$ cat config.mk
export PLATFORM = sky130hd
export DESIGN_NAME = regfile_mp
export DESIGN_NICKNAME = d
export VERILOG_FILES = /design/src/rtl/regfile_pkg.sv /design/src/rtl/regfile_scoreboard.sv /design/src/rtl/regfile_mp.sv
export SDC_FILE = /design/constraint.sdc
export NUM_CORES = 2
export LEC_CHECK = 0
export ABC_AREA = 0
export ABC_CLOCK_PERIOD_IN_PS = 3560
export CAP_MARGIN = 20
export CORE_UTILIZATION = 55
export DETAILED_ROUTE_END_ITERATION = 7
export PLACE_DENSITY_LB_ADDON = 0.3
export SYNTH_ARGS = -nofsm -noshare
export SYNTH_HDL_FRONTEND = slang
export SYNTH_SLANG_ARGS = --single-unit
$ cat constraint.sdc
create_clock -name clk -period 3.56 [get_ports clk]
set_input_delay 0.712 -clock clk [delete_from_list [all_inputs] [get_ports clk]]
set_output_delay 0.712 -clock clk [all_outputs]
set_load 0.05 [all_outputs]
$ cat src/rtl/regfile_pkg.sv
// Shared types, defaults and the write-port arbitration helper for the
// multi-port integer register file.
package regfile_pkg;

  localparam int XLEN_DEFAULT  = 32;
  localparam int NREGS_DEFAULT = 32;

  // Widest write-port set the arbitration helper understands.
  localparam int MAX_NWRITE = 4;
  localparam int WSEL_IW    = 2;

  typedef logic [4:0]  reg_addr_t;
  typedef logic [31:0] xword_t;

  typedef struct packed {
    logic               found;
    logic [WSEL_IW-1:0] idx;
  } wsel_t;

  // Highest-index asserted hit wins; used by both storage write and bypass.
  function automatic wsel_t hi_match(input logic [MAX_NWRITE-1:0] hits);
    wsel_t s;
    s.found = 1'b0;
    s.idx   = '0;
    for (int j = 0; j < MAX_NWRITE; j++) begin
      s.found = s.found | hits[j];
      s.idx   = hits[j] ? WSEL_IW'(j) : s.idx;
    end
    return s;
  endfunction

endpackage

$ cat src/rtl/regfile_scoreboard.sv
// Busy-bit scoreboard: issue marks a destination in flight, any writeback
// to that register clears it; a same-cycle issue takes priority.
module regfile_scoreboard
  import regfile_pkg::*;
#(
  parameter int NREGS  = NREGS_DEFAULT,
  parameter int NWRITE = 1,
  localparam int AW    = $clog2(NREGS)
) (
  input  logic                 i_clk,
  input  logic                 i_reset,
  input  logic [NWRITE-1:0]    i_we,
  input  logic [NWRITE*AW-1:0] i_wr_addr,
  input  logic                 i_issue_valid,
  input  logic [AW-1:0]        i_issue_rd,
  output logic [NREGS-1:0]     o_busy
);

  logic [NREGS-1:0] r_busy;
  logic [NREGS-1:0] w_set;
  logic [NREGS-1:0] w_clr;

  // Per-register set/clear decode; register 0 can never become busy.
  always_comb begin
    w_set = '0;
    w_clr = '0;
    for (int r = 0; r < NREGS; r++) begin
      w_set[r] = i_issue_valid && (i_issue_rd == AW'(r)) && (r != 0);
      for (int j = 0; j < NWRITE; j++) begin
        w_clr[r] = w_clr[r] | (i_we[j] && (i_wr_addr[j*AW +: AW] == AW'(r)));
      end
    end
  end

  // Busy vector update.
  always_ff @(posedge i_clk) begin
    if (i_reset) begin
      r_busy <= '0;
    end else begin
      r_busy <= w_set | (r_busy & ~w_clr);
    end
  end

  assign o_busy = r_busy;

endmodule

$ cat src/rtl/regfile_mp.sv
// Multi-port integer register file with hardwired x0, optional
// write-to-read bypass and an operand-readiness scoreboard.
module regfile_mp
  import regfile_pkg::*;
#(
  parameter int XLEN      = XLEN_DEFAULT,
  parameter int NREGS     = NREGS_DEFAULT,
  parameter int NREAD     = 2,
  parameter int NWRITE    = 1,
  parameter int BYPASS_EN = 1,
  localparam int AW       = $clog2(NREGS)
) (
  input  logic                   clk,
  input  logic                   reset,
  input  logic [NREAD*AW-1:0]    rs_addr,
  output logic [NREAD*XLEN-1:0]  rs_data,
  output logic [NREAD-1:0]       rs_busy,
  input  logic [NWRITE-1:0]      we,
  input  logic [NWRITE*AW-1:0]   wr_addr,
  input  logic [NWRITE*XLEN-1:0] wr_data,
  input  logic                   issue_valid,
  input  logic [AW-1:0]          issue_rd
);

  logic [XLEN-1:0]   r_regs [NREGS];
  logic [NWRITE-1:0] w_whit [NREGS];
  wsel_t             w_wsel [NREGS];
  logic [XLEN-1:0]   w_wdat [NREGS];
  logic [NREGS-1:0]  w_busy;
  logic [AW-1:0]     w_ra;
  logic              w_byp;

  regfile_scoreboard #(
    .NREGS  (NREGS),
    .NWRITE (NWRITE)
  ) u_scoreboard (
    .i_clk         (clk),
    .i_reset       (reset),
    .i_we          (we),
    .i_wr_addr     (wr_addr),
    .i_issue_valid (issue_valid),
    .i_issue_rd    (issue_rd),
    .o_busy        (w_busy)
  );

  // Per-register winning write port and its data, shared by store and bypass.
  always_comb begin
    for (int r = 0; r < NREGS; r++) begin
      w_whit[r] = '0;
      for (int j = 0; j < NWRITE; j++) begin
        w_whit[r][j] = we[j] && (wr_addr[j*AW +: AW] == AW'(r));
      end
      w_wsel[r] = hi_match(MAX_NWRITE'(w_whit[r]));
      w_wdat[r] = '0;
      for (int j = 0; j < NWRITE; j++) begin
        w_wdat[r] = (w_wsel[r].found && (int'(w_wsel[r].idx) == j)) ?
                    wr_data[j*XLEN +: XLEN] : w_wdat[r];
      end
    end
  end

  // Storage; x0 is only ever loaded by reset so it always reads zero.
  always_ff @(posedge clk) begin
    if (reset) begin
      for (int r = 0; r < NREGS; r++) begin
        r_regs[r] <= '0;
      end
    end else begin
      for (int r = 1; r < NREGS; r++) begin
        if (w_wsel[r].found) begin
          r_regs[r] <= w_wdat[r];
        end
      end
    end
  end

  // Read ports with in-flight write forwarding.
  always_comb begin
    rs_data = '0;
    rs_busy = '0;
    w_ra    = '0;
    w_byp   = 1'b0;
    for (int i = 0; i < NREAD; i++) begin
      w_ra  = rs_addr[i*AW +: AW];
      w_byp = (BYPASS_EN != 0) && (w_ra != '0) && w_wsel[w_ra].found;
      rs_data[i*XLEN +: XLEN] = w_byp ? w_wdat[w_ra] : r_regs[w_ra];
      rs_busy[i]              = w_byp ? 1'b0 : w_busy[w_ra];
    end
  end

endmodule

Word-level counts from Yosys, hierarchy flattened
Memory sizes are Yosys's and may differ from the RTL's.
Cells that the tools add are included.
{"block": "totals", "mem_bits_rw": 1024, "wordCells": 350, "mem_count": 1, "inputBits": 56, "reg_bits": 32, "out_inout_bits": 66}
{"name": "r_regs", "words": 32, "width": 32, "read_ports": 2, "rd_ports_with_merged_regs": 0, "write_ports": 32, "line": "regfile_mp.sv:25", "source": "logic [XLEN-1:0] r_regs [NREGS];"}
{"block": "classes", "bitwise": 36, "reduce_logical": 68, "n_eq_ne": 62, "n_mux": 178, "magnitude_cmp": 4}
{"cell": "2-to-1 mux 32 bit", "n": 69}
{"cell": "binary-select mux 32 bit (select 5 bit)", "n": 2}
{"cell": "equality test 5 bit (second input constant)", "n": 32}
{"cell": "2-to-1 mux 1 bit", "n": 99}
{"cell": "equality test 5 x 4 -> 1 bit (second input constant)", "n": 16}
{"cell": "logical AND 1 bit", "n": 65}
{"cell": "equality test 5 x 3 -> 1 bit (second input constant)", "n": 8}
{"cell": "bitwise AND 32 bit", "n": 1}
{"cell": "inverter 32 bit", "n": 1}
{"cell": "bitwise OR 32 bit", "n": 1}
{"cell": "bitwise OR 1 bit", "n": 31}
{"cell": "binary-select mux 3 bit (select 5 bit)", "n": 2}
{"cell": "equality test 5 x 2 -> 1 bit (second input constant)", "n": 4}
{"cell": ">= comparator 6 bit (second input constant)", "n": 2}
{"cell": "less-than comparator 5 x 6 -> 1 bit (second input constant)", "n": 2}
{"cell": "2-to-1 mux 3 bit", "n": 4}
{"cell": "inverter 5 -> 6 bit", "n": 2}
{"cell": "binary-select mux 1 bit (select 5 bit)", "n": 2}
{"cell": "equality test 5 x 1 -> 1 bit (second input constant)", "n": 2}
{"cell": "nonzero test 5 bit", "n": 2}
{"cell": "zero test 5 bit", "n": 1}

Logic depth before layout (Yosys ltp)
{"block": "depth", "ltp_word": 7, "depth_mapped": 9, "mapped_depth_nobuf": 5}

Hierarchy
A second synthesis with hierarchy kept.
{"block": "unflattened", "cells_unflattened": 3941, "hier_area_um2": 54359.6}
{"mod": "regfile_mp", "instances": 1, "area_each_um2": 52955.8, "seq_area_each_um2": 29788.6, "cells_each": 3776}
{"mod": "regfile_scoreboard", "instances": 1, "area_each_um2": 1403.8, "seq_area_each_um2": 640.6, "cells_each": 165}

Worst setup path before layout
Ideal clock, no wire load.
{"block": "synth_path", "path_kind": "input-to-output", "from": "in rs_addr[1]", "to": "out rs_data[30]", "path_buffers": 4, "path_stages": 8, "arrival_ns": 2.745, "setup_slack_ns": 0.103, "t_required_ns": 2.848, "path_cell_list": "buf_4 > buf_6 > buf_4 > buf_6 > mux4_2 > a32oi_1 > or2_2 > a31oi_1"}
{"block": "synth_via", "elab_chain_cells": 6, "elab_cells_between_ends": 11, "cone_classes": "7 x mux; 1 x bitwise; 2 x reduce/logical; 1 x memory"}
{"item": "start, declared", "line": "regfile_mp.sv:15", "source": "input logic [NREAD*AW-1:0] rs_addr,"}
{"item": "inverter 5 -> 6 bit (implied by the code)", "line": "regfile_mp.sv:85, regfile_mp.sv:86"}
{"item": "binary-select mux 3 bit (select 5 bit)", "line": "regfile_mp.sv:85", "source": "w_byp = (BYPASS_EN != 0) && (w_ra != '0) && w_wsel[w_ra].found;"}
{"item": "2-to-1 mux 3 bit (implied by the code) (2 in a row)", "line": "regfile_mp.sv:85"}
{"item": "logical AND 1 bit", "line": "regfile_mp.sv:85"}
{"item": "2-to-1 mux 32 bit *", "line": "regfile_mp.sv:86", "source": "rs_data[i*XLEN +: XLEN] = w_byp ? w_wdat[w_ra] : r_regs[w_ra];"}
{"item": "end, declared", "line": "regfile_mp.sv:16", "source": "output logic [NREAD*XLEN-1:0] rs_data,"}
Mark *: on every way between the ends. The rest lies on a longest branch, timed or not. The select of a mux whose other input is x is not followed.

Final worst setup path
{"block": "layout_path", "from": "in rs_addr[5]", "to": "out rs_data[34]"}
The elaborated chain is that of the path after synthesis.

==> out/qor.txt <==
Via Count -> 42000
CTS tree -> done
Filler cells -> 6887
Htree depth -> 3
Area Growth Syn to Fin -> 18.6%
Slowest CP cell -> a211oi_1
Hpwl dp -> 131000 um
Hold Vio Cnt, Final -> 0
Status -> complete, but fails checks
Port buffer count -> 121
Share of the yosys chip area belonging to registers -> 0.567
Layout net count -> 4427
Slew Limit Fails -> 0
RSZ-0062 raised after global routing -> yes
WL per Instance -> 35.9 um
Layout cells sized above 1 -> 0.299
Final worst-path cycle share -> 1.02
Kind of end point of the critical path -> primary output
Total wire length -> 206000 um
DRC errors left -> 1
First-pass GRT wire length -> 287000 um
Pin count of the biggest net entering global routing -> 49
Fin cells -> 5731
Crit-path max FO -> 16
DRT iter0 DRCs -> 7883
Req. time, crit path -> 2850 ps
Cell variety after synth -> 63
Fraction of registers with async set/reset -> 0
Global Route Usage Sum -> 0.411
Setup TNS Final -> -227 ps
Core Rows -> 114
Antenna violations before repair -> 8
Die height -> 314 um
Number of CTS-inserted buffers -> 108
DIE AREA -> 0.0988 mm^2
Reg clk slew, reported paths -> 60 ps
Global route overflow -> 0
Footprint of the multi-input gates -> 0.0216 mm^2
Crit path largest cell delay -> 420 ps
Reg2reg setup slack -> 2800 ps
I/O pins -> 122
Max VDD drop -> 0.469 mV
Routed Antenna Nets -> 0
Most common cell on crit path -> buf_12
Placed instance count -> 5529
Cts hold-fix bufs -> 0
Drt first pass iters -> 8
Tightest Pin Transition -> 986 ps
Post-placement setup slack -> -370 ps
Syn. warnings -> 0
Clock sinks -> 1024
CP startpoint kind -> input pin
Core Area -> 0.0967 mm^2
Syn avg cell area -> 13.2 um^2
Final count of negative-setup-slack endpoints -> 6
Max Buffers Root-to-Sink -> 3
Chip Width -> 314 um
Final Skew -> 0 ps
Initial Utilization -> 0.555
Vias in the first global route -> 41400
Max_cap viols -> 0
Sequential standard cell area -> 0.0304 mm^2
Post-synthesis register bit count -> 1024
Synth Cell Area -> 0.0536 mm^2
Worst-skew pair later-pin latency -> 690 ps
Leakage -> 21.4 nW
Setup WS post-layout -> -79.0 ps
Final Wtd Congestion -> 0.976
Number of synthesized flops with an enable pin -> 992
Minimum clock period -> 3640 ps
CP Cell Sequence -> buf_8, buf_12, buf_12, buf_12, xnor2_1, nand2_1, buf_4, buf_6, a211oi_1, a31oi_2, buf_6
Via density -> 7.33
Crit Path Category -> in -> out
Hold Crit Class -> reg -> reg
Main synth FF type -> edfxtp_1
Slew HR -> 0.342
Synth Instances -> 4068
Peak Freq -> 275 MHz
Failing checks -> design-rule violations, negative setup slack
Root buf cell -> clkbuf_16
Syn Nets -> 4124
WP data arrival -> 2930 ps
Pwr per Cell Area -> 475 mW/mm^2
## cells in the mapped netlist, types with 3 or more instances
cell      instances  area share
a22o_1           26      0.0042
o21ai_1          27      0.0025
nor4_1            9      0.0010
dfxtp_1          32       0.012
nor2_1         1049       0.073
a21oi_1          10     0.00093
buf_4            39      0.0055
o32ai_1           7      0.0011
clkbuf_1        277       0.019
edfxtp_1        992        0.56
a32oi_1           4     0.00065
mux2_2           91       0.019
buf_2            83      0.0077
mux2_1           15      0.0031
nor3b_1          11      0.0015
a211oi_1         42      0.0059
a221oi_1         55      0.0090
and3_1            4     0.00047
nand2b_1         75      0.0087
mux2i_1         160       0.030
xnor2_1           8      0.0013
nor3_1            9     0.00084
o211ai_1         84       0.012
nand2_1          96      0.0067
o221ai_1          3     0.00049
or2_2             5     0.00058
buf_1            14     0.00098
inv_1            33      0.0023
o22ai_1          71      0.0083
nand3_1          45      0.0042
nor2b_1          25      0.0029
a31oi_1          25      0.0029
o22a_1           32      0.0052
mux4_2          378        0.16
and2_1           11      0.0013
o21ai_0          70      0.0065
a22oi_1          97       0.014
nand4_1           3     0.00035
buf_6            21      0.0044
## metal layers
metal | vias to the layer above | wire [um] | global-route usage
met5 | - | 162 | 0.00774
met4 | 10 | 14300 | 0.239
met3 | 937 | 36200 | 0.149
met2 | 4419 | 88400 | 0.601
met1 | 20500 | 66500 | 0.528
li1 | 16100 | - | -
## placed cells by master, fill, tap and decap left out, types with 35 or more instances in the layout
| cell type | synthesis | final |
|---|---|---|
| nor2_1 | 1049 | 1042 |
| edfxtp_1 | 992 | 992 |
| buf_4 | 39 | 439 |
| mux4_2 | 378 | 378 |
| mux2i_1 | 160 | 157 |
| clkbuf_16 | 0 | 115 |
| buf_12 | 0 | 114 |
| a22oi_1 | 97 | 97 |
| mux2_2 | 91 | 91 |
| o211ai_1 | 84 | 84 |
| o21ai_0 | 70 | 70 |
| nand2_1 | 96 | 68 |
| o22ai_1 | 71 | 65 |
| a221oi_1 | 55 | 49 |
| nand2b_1 | 75 | 42 |
| clkdlybuf4s50_1 | 0 | 40 |
| nand3_1 | 45 | 35 |
## worst max-delay path, delay by kind of cell
kind | cells | cell delay [ps]
and+or+nand+nor | 1 | 160
xor gates and xnor gates | 1 | 230
AOI/OAI and AO/OA | 2 | 560
buffers and inverters | 7 | 1230
## registers in the layout, indices dropped and copies added (netlist names)
name	cells
u_scoreboard.o_busy	32
r_regs	992
## power breakdown
part           internal [mW]  switching (mW)  total [mW]
Combinational           2.06            3.02        5.08
Sequential              13.9           0.372        14.2
Clock                   6.13            4.76        10.9
Total                   22.1            8.16        30.2
## metrics by stage
step	cell area, um^2	total power, mW	util	hold slack (ps)
after detailed placement	59600	19.2	0.617	469
after floorplan	53600	17.0	-	434
after global routing	63600	30.7	0.658	501
final	63600	30.2	0.658	487
after CTS	63100	29.9	0.653	477
after global placement	59600	19.1	0.617	453
## area by class of cell
type,instances,area share
flip-flops and latches,1024,0.478
multi-input cells,2574,0.340
repair buffers,628,0.103
clock buffers,139,0.0450
well taps,1276,0.0251
clock inverters,54,0.00681
inverters,35,0.00207
diodes,1,0.0000393
## worst paths after layout
path / from / to / depth (start not counted)
worst max-delay path: rs_addr[5] / rs_data[34] / 11
worst min-delay path: u_scoreboard.o_busy[16] / u_scoreboard.o_busy[16] / 2
worst max register to register: u_scoreboard.o_busy[30] / u_scoreboard.o_busy[30] / 2
worst min register to register: u_scoreboard.o_busy[16] / u_scoreboard.o_busy[16] / 2
## what timing repair did
item | CTS | global route
endpoints found under the hold margin | 0 | 0
gates cloned | 0 | 6
pin swaps | 2 | 2
buffers inserted | 0 | 3
resized for setup | 39 | 57
endpoints found under the setup margin | 57 | 64
## cells by family after synthesis
logic type	Yosys count	synth area share
buffers and inverters	470	0.0407
xor gates and xnor gates	8	0.00131
and+or+nand+nor	1355	0.104
AOI/OAI and AO/OA	567	0.0756
muxes	644	0.211
DFF	1024	0.567
(Power assumes the default switching activity.)
